$ cat src/rtl/blink_seq_pkg.sv
// Shared definitions for the blink_seq LED sequencer: command mode
// encodings, FSM state type with its probe codes, and the default
// prescaler divide (4 Hz ticks from a 50 MHz clock).
package blink_seq_pkg;

    // Default clk cycles per sequencer tick: 50 MHz / 12.5M = 4 Hz
    localparam int unsigned TICK_DIV_DEF = 12_500_000;

    // Command mode encodings as presented on cmd_mode
    typedef enum logic [1:0] {
        MODE_OFF   = 2'd0,
        MODE_ON    = 2'd1,
        MODE_BLINK = 2'd2,
        MODE_BURST = 2'd3
    } mode_t;

    // FSM states; the encodings double as the TEST_IO state code
    typedef enum logic [2:0] {
        ST_IDLE     = 3'd0,
        ST_ON       = 3'd1,
        ST_BLINK    = 3'd2,
        ST_BURST_HI = 3'd3,
        ST_BURST_LO = 3'd4
    } state_t;

    // A burst owns the LED until it finishes; no command may pre-empt it
    function automatic logic in_burst(input state_t s);
        return (s == ST_BURST_HI) || (s == ST_BURST_LO);
    endfunction

endpackage

$ cat src/rtl/blink_tick_gen.sv
// Free-running 32-bit prescaler for blink_seq. Counts 0..TICK_DIV-1 and
// wraps; tick is high for the single cycle in which the count sits at
// TICK_DIV-1. clr restarts the count from 0 on the next edge so a newly
// accepted command always gets a full tick period before its first tick.
module blink_tick_gen
    import blink_seq_pkg::*;
#(
    parameter int unsigned TICK_DIV = TICK_DIV_DEF
) (
    input  logic clk,
    input  logic rst,
    input  logic clr,
    output logic tick
);

    localparam logic [31:0] LAST = 32'(TICK_DIV - 1);

    logic [31:0] cnt;

    // Prescaler count: cleared on command acceptance, wraps at LAST
    always_ff @(posedge clk or posedge rst) begin
        if (rst) begin
            cnt <= 32'd0;
        end else if (clr || (cnt == LAST)) begin
            cnt <= 32'd0;
        end else begin
            cnt <= cnt + 32'd1;
        end
    end

    assign tick = (cnt == LAST);

endmodule

$ cat src/rtl/blink_seq.sv
// blink_seq: command-driven LED sequencer (OFF / ON / BLINK / BURST).
// A command is taken when cmd_valid && cmd_ready; the LED level changes on
// that same edge and the prescaler restarts. Bursts emit cmd_count high/low
// pulse pairs, one tick per phase, and cannot be interrupted except by rst.
// Optional debug probe: define BLINK_SEQ_TEST_IO_EN to drive TEST_IO with
// {busy, done, cmd_ready, state[2:0], LED, tick}; otherwise TEST_IO is 0.
module blink_seq
    import blink_seq_pkg::*;
#(
    parameter int unsigned TICK_DIV = TICK_DIV_DEF,
    parameter int          CNT_W    = 8
) (
    input  logic             clk,
    input  logic             rst,
    input  logic             cmd_valid,
    output logic             cmd_ready,
    input  logic [1:0]       cmd_mode,
    input  logic [CNT_W-1:0] cmd_count,
    output logic             busy,
    output logic             done,
    output logic             LED,
    output logic [7:0]       TEST_IO
);

    state_t           state;
    logic [CNT_W-1:0] remaining;
    logic             tick;
    logic             accept;

    assign accept = cmd_valid && cmd_ready;

    blink_tick_gen #(
        .TICK_DIV (TICK_DIV)
    ) u_tick (
        .clk  (clk),
        .rst  (rst),
        .clr  (accept),
        .tick (tick)
    );

    // Sequencer FSM; all outputs registered. An accepted command wins over
    // a coincident tick, and that tick is dropped (the prescaler restarts).
    always_ff @(posedge clk or posedge rst) begin
        if (rst) begin
            state     <= ST_IDLE;
            LED       <= 1'b0;
            remaining <= '0;
            done      <= 1'b0;
            busy      <= 1'b0;
            cmd_ready <= 1'b1;
        end else begin
            done <= 1'b0;
            if (accept) begin
                case (mode_t'(cmd_mode))
                    MODE_OFF: begin
                        state <= ST_IDLE;
                        LED   <= 1'b0;
                    end
                    MODE_ON: begin
                        state <= ST_ON;
                        LED   <= 1'b1;
                    end
                    MODE_BLINK: begin
                        state <= ST_BLINK;
                        LED   <= 1'b1;
                    end
                    MODE_BURST: begin
                        if (cmd_count != '0) begin
                            state     <= ST_BURST_HI;
                            LED       <= 1'b1;
                            remaining <= cmd_count;
                            busy      <= 1'b1;
                            cmd_ready <= 1'b0;
                        end else begin
                            // Empty burst completes at once without ever
                            // looking busy
                            state <= ST_IDLE;
                            LED   <= 1'b0;
                            done  <= 1'b1;
                        end
                    end
                    default: ;
                endcase
            end else if (tick) begin
                case (state)
                    ST_BLINK: begin
                        LED <= ~LED;
                    end
                    ST_BURST_HI: begin
                        state     <= ST_BURST_LO;
                        LED       <= 1'b0;
                        remaining <= remaining - 1'b1;
                    end
                    ST_BURST_LO: begin
                        if (remaining != '0) begin
                            state <= ST_BURST_HI;
                            LED   <= 1'b1;
                        end else begin
                            state     <= ST_IDLE;
                            done      <= 1'b1;
                            busy      <= 1'b0;
                            cmd_ready <= 1'b1;
                        end
                    end
                    default: ;
                endcase
            end
        end
    end

`ifdef BLINK_SEQ_TEST_IO_EN
    // Probe bus; held at zero during reset even though cmd_ready is 1 then
    assign TEST_IO = rst ? 8'h00 : {busy, done, cmd_ready, state, LED, tick};
`else
    assign TEST_IO = 8'h00;
`endif

endmodule

$ cat config.mk
export PLATFORM = sky130hd
export DESIGN_NAME = blink_seq
export DESIGN_NICKNAME = d
export VERILOG_FILES = /design/src/rtl/blink_seq_pkg.sv /design/src/rtl/blink_tick_gen.sv /design/src/rtl/blink_seq.sv
export SDC_FILE = /design/constraint.sdc
export NUM_CORES = 1
export LEC_CHECK = 0
export CAP_MARGIN = 10
export CORE_MARGIN = 2
export CORE_UTILIZATION = 57
export DETAILED_ROUTE_END_ITERATION = 12
export GPL_ROUTABILITY_DRIVEN = 0
export PLACE_DENSITY = 0.85
export SKIP_LAST_GASP = 1
export SYNTH_ARGS = -nofsm -noshare
export SYNTH_HDL_FRONTEND = slang
export SYNTH_SLANG_ARGS = --single-unit
$ cat constraint.sdc
create_clock -name clk -period 2.2 [get_ports clk]
set_clock_uncertainty 0.2 [all_clocks]
set_input_delay 0.44 -clock clk [delete_from_list [all_inputs] [get_ports clk]]
set_output_delay 0.44 -clock clk [all_outputs]
set_load 0.01 [all_outputs]
==> results.cfg, run 1 <==
[run_status]
outcome = completed

[pwr]
sw_frac_of_total_pct = 22.4
sequential_cell_fraction_of_total_power_pct = 59.7
ir_worst_vdd_v = 0.000312
switchingPower_w = 0.000324
power.share.combinational_pct = 5.2
power_density_mw_per_mm2 = 447
internal_power_w = 0.00112
p_leak_nw = 1.42
share_clk_of_total_power_pct = 35.2

[clocking]
cts_root_buffer = clkbuf_8
ctsHoldBuffers = 0
clk_transition_reported_paths_ns = 0.09
tritoncts = built
ctsHtreeMaxLevel = 2
number_of_buffers_created_by_cts = 5
worst_skew_pair.late_latency_ns = 0.30
ctsLongestPathBuffers = 2
clock-sinks = 47

[logic_synthesis]
netlist.area_leader.share_pct = 42.7
synth-async-reset-ratio_pct = 100
synthDominantAreaCellType = dfrtp_1
synth_edf_count = 0
synth.distinct_cells = 52
synth.area.top_cells = dfrtp_1 (43%), nor2_1 (6.1%), xnor2_1 (4.5%)
synth-seq-cells = 47
ys_seq_area_share_pct = 43.6
syn_area_mm2 = 0.00270
syn_area_per_cell_um2 = 9.34
postSynth.topFlopCell = dfrtp_1
synthCells = 289
yosysWarnings = 0

[die]
coreArea_mm2 = 0.00463
std_cell_rows = 25
chipWidth_um = 72.8
pin_count = 25
initial_core_utilization_pct = 58.3
die_height_um = 72.8
die-area_mm2 = 0.00530

[route]
detail_route.wl_per_cell_um = 15.2
wl_um = 5930
via_per_inst = 5.93
drt.antenna.violating_nets = 0
remaining_routing_drc_violations = 0
routed-via-count = 2313
drt-initial-drc-count = 192
drt-pass1-iter-count = 4

[worst_setup_path]
critical_path_peak_fanout = 2
start_kind = register
timing.critical_path.arrival_ns = 2.16
path_class = register to register
ff2ff_path_depth = 7
ordered_cell_list_for_the_critical_path = inv_1, ha_1, or4b_4, nor4_4, nand2b_4, a21boi_2, mux2_1
worst_path_max_delay_cell = or4b_4
crit_path_end_kind = register
count_of_cell_instances_traversed_by_the_critical_path = 7
cpLargestDelayFamily = simple AND/OR/NAND/NOR gates
crit_path_max_incr_delay_ns = 0.49
worst_path_required_time_ns = 2.19
cp_num_buf_inv = 1

[global_route]
first_global_vias = 2215
grt_max_degree = 48
first_pass_grt_wire_length_um = 10000
groute.usage.overall_pct = 24.3
antenna_found_initial = 0
grt_overflow_total = 0

[layout]
most-common-layout-cells = dfrtp_1 (46), nor2_1 (44), buf_4 (30)
commonest_non_fill_non_tap_cell_in_the_layout = dfrtp_1
final_core_utilization_pct = 69.8
fin_nets = 352
area_of_combinational_cells_with_multiple_inputs_mm2 = 0.00146
final_cell_area_excluding_filler_cells_mm2 = 0.00323
sequential_cell_area_mm2 = 0.00118
fillCellCount = 355
n_antenna_cell = 0
drive_above_1_share_pct = 19.3
area_growth_syn_to_layout_pct = 19.7

[job]
drv_cap = 0

[timing]
post-route-period-util_pct = 98.3
hold-worst-slack_ns = 0.282
rsz0062_at_grt = true
clock.fmax_ghz = 0.462
final_number_of_max_transition_violations = 0
postLayoutSetupSlackWorst_ns = 0.0372
timing_hold_violations_final = 0
timing.final.crit_period_ns = 2.16
setup_viol = 0

[place]
place_hpwl_um = 4190
pre_cts_slack_ns = -0.204
buffer_ports.inserted = 16
placed_cell_area_mm2 = 0.00311

[worst_hold_path]
hold_class = primary input to async pin
## layout make-up
class	count	area share (%)
inverter	8	0.929
sequential	47	36.4
clock buffer	7	2.36
tap	54	2.09
clock inverter	1	0.155
timing repair buffer	48	12.9
multi-input combinational	225	45.1
## sequential cells by signal (all words and copies together) (netlist names)
register	flops
done	1
cmd_ready	1
u_tick.cnt	32
remaining	8
LED	1
state	3
busy	1
## logic make-up (layout without fill, tap and decap cells)
logic type | Yosys count | count (layout) | synth area share (%)
XOR/XNOR | 25 | 25 | 8.11
other | 1 | 8 | 0.139
multiplexers | 1 | 1 | 0.417
AND/OR/NAND/NOR | 137 | 137 | 29.6
flip-flops | 47 | 47 | 43.6
buffers and inverters | 24 | 64 | 4.82
AO/OA/AOI/OAI | 50 | 50 | 11.5
adder cells (fa/ha/maj) | 4 | 4 | 1.85
## tightest hold or removal path: cells and delay by family
family                 cells  cell delay (ns)
buffers and inverters      3             0.72
## worst paths after layout
check	startpoint	to	slack, ns
max reg2reg	remaining[1]$_DFFE_PP0P_	LED$_DFFE_PP0P_	0.04
max in group asynchronous	rst	cmd_ready$_DFFE_PP1P_	1.25
max	remaining[1]$_DFFE_PP0P_	LED$_DFFE_PP0P_	0.04
min	rst	remaining[1]$_DFFE_PP0P_	0.28
min in group clk	busy$_DFFE_PP0P_	busy$_DFFE_PP0P_	0.32
min reg2reg	busy$_DFFE_PP0P_	busy$_DFFE_PP0P_	0.32
## synth_stat cells, types with 2 or more instances
| cell type | count |
|---|---|
| a21boi_1 | 2 |
| a21o_1 | 2 |
| a21oi_1 | 18 |
| a31oi_1 | 4 |
| and2_1 | 3 |
| and3_1 | 6 |
| and4_1 | 7 |
| buf_2 | 2 |
| buf_4 | 8 |
| clkbuf_1 | 5 |
| dfrtp_1 | 46 |
| ha_1 | 4 |
| inv_1 | 8 |
| nand2_1 | 13 |
| nand2_2 | 2 |
| nand2b_1 | 2 |
| nand3_1 | 13 |
| nand4_1 | 9 |
| nor2_1 | 44 |
| nor2_2 | 2 |
| nor3_1 | 7 |
| nor4_1 | 6 |
| nor4_2 | 4 |
| o211ai_1 | 3 |
| o21ai_0 | 10 |
| o21ai_1 | 2 |
| o22a_1 | 3 |
| or3_1 | 7 |
| xnor2_1 | 14 |
| xor2_1 | 11 |
## metrics by stage
stage          std cells  total power [W]  setup TNS [ns]
2_1_floorplan        296         0.000917               0
3_3_place_gp         382         0.000953          -0.677
5_1_grt              390          0.00150         -0.0804
6_report             390          0.00145               0
4_1_cts              390          0.00145               0
3_5_place_dp         382         0.000954           -1.55
## power by group through the flow
stage | clock [W] | combinational, W | sequential [W]
after CTS | 0.000512 | 0.0000738 | 0.000863
after global routing | 0.000552 | 0.0000830 | 0.000863
after detailed placement | 0 | 0.0000736 | 0.000880
final | 0.000508 | 0.0000746 | 0.000863
after floorplan | 0 | 0.0000368 | 0.000880
after global placement | 0 | 0.0000727 | 0.000880
## metal layers
metal | up-vias | routed length [um] | GRT usage (%)
li1 | 1112 | - | -
met1 | 1145 | 2760 | 34.4
met4 | 0 | 101 | 8.23
met5 | - | 0 | 0
met2 | 46 | 2830 | 37.4
met3 | 10 | 245 | 4.97
## timing repair
item | 4_1_cts | 5_1_grt
setup buffers | 0 | 0
setup endpoints to repair | 1 | 42
pin swaps | 0 | 0
gates resized for setup | 1 | 10
Power figures use the tool's default switching activity.
==> run 2, diff against run 1 <==
--- a/config.mk
+++ b/config.mk
@@ -8,6 +8,7 @@
 export CAP_MARGIN = 10
 export CORE_MARGIN = 2
 export CORE_UTILIZATION = 57
+export CTS_CLUSTER_DIAMETER = 100
 export DETAILED_ROUTE_END_ITERATION = 12
 export GPL_ROUTABILITY_DRIVEN = 0
 export PLACE_DENSITY = 0.85
==> results of run 2 <==
The final DEF is identical to that of run 1; final timing and power are the same.
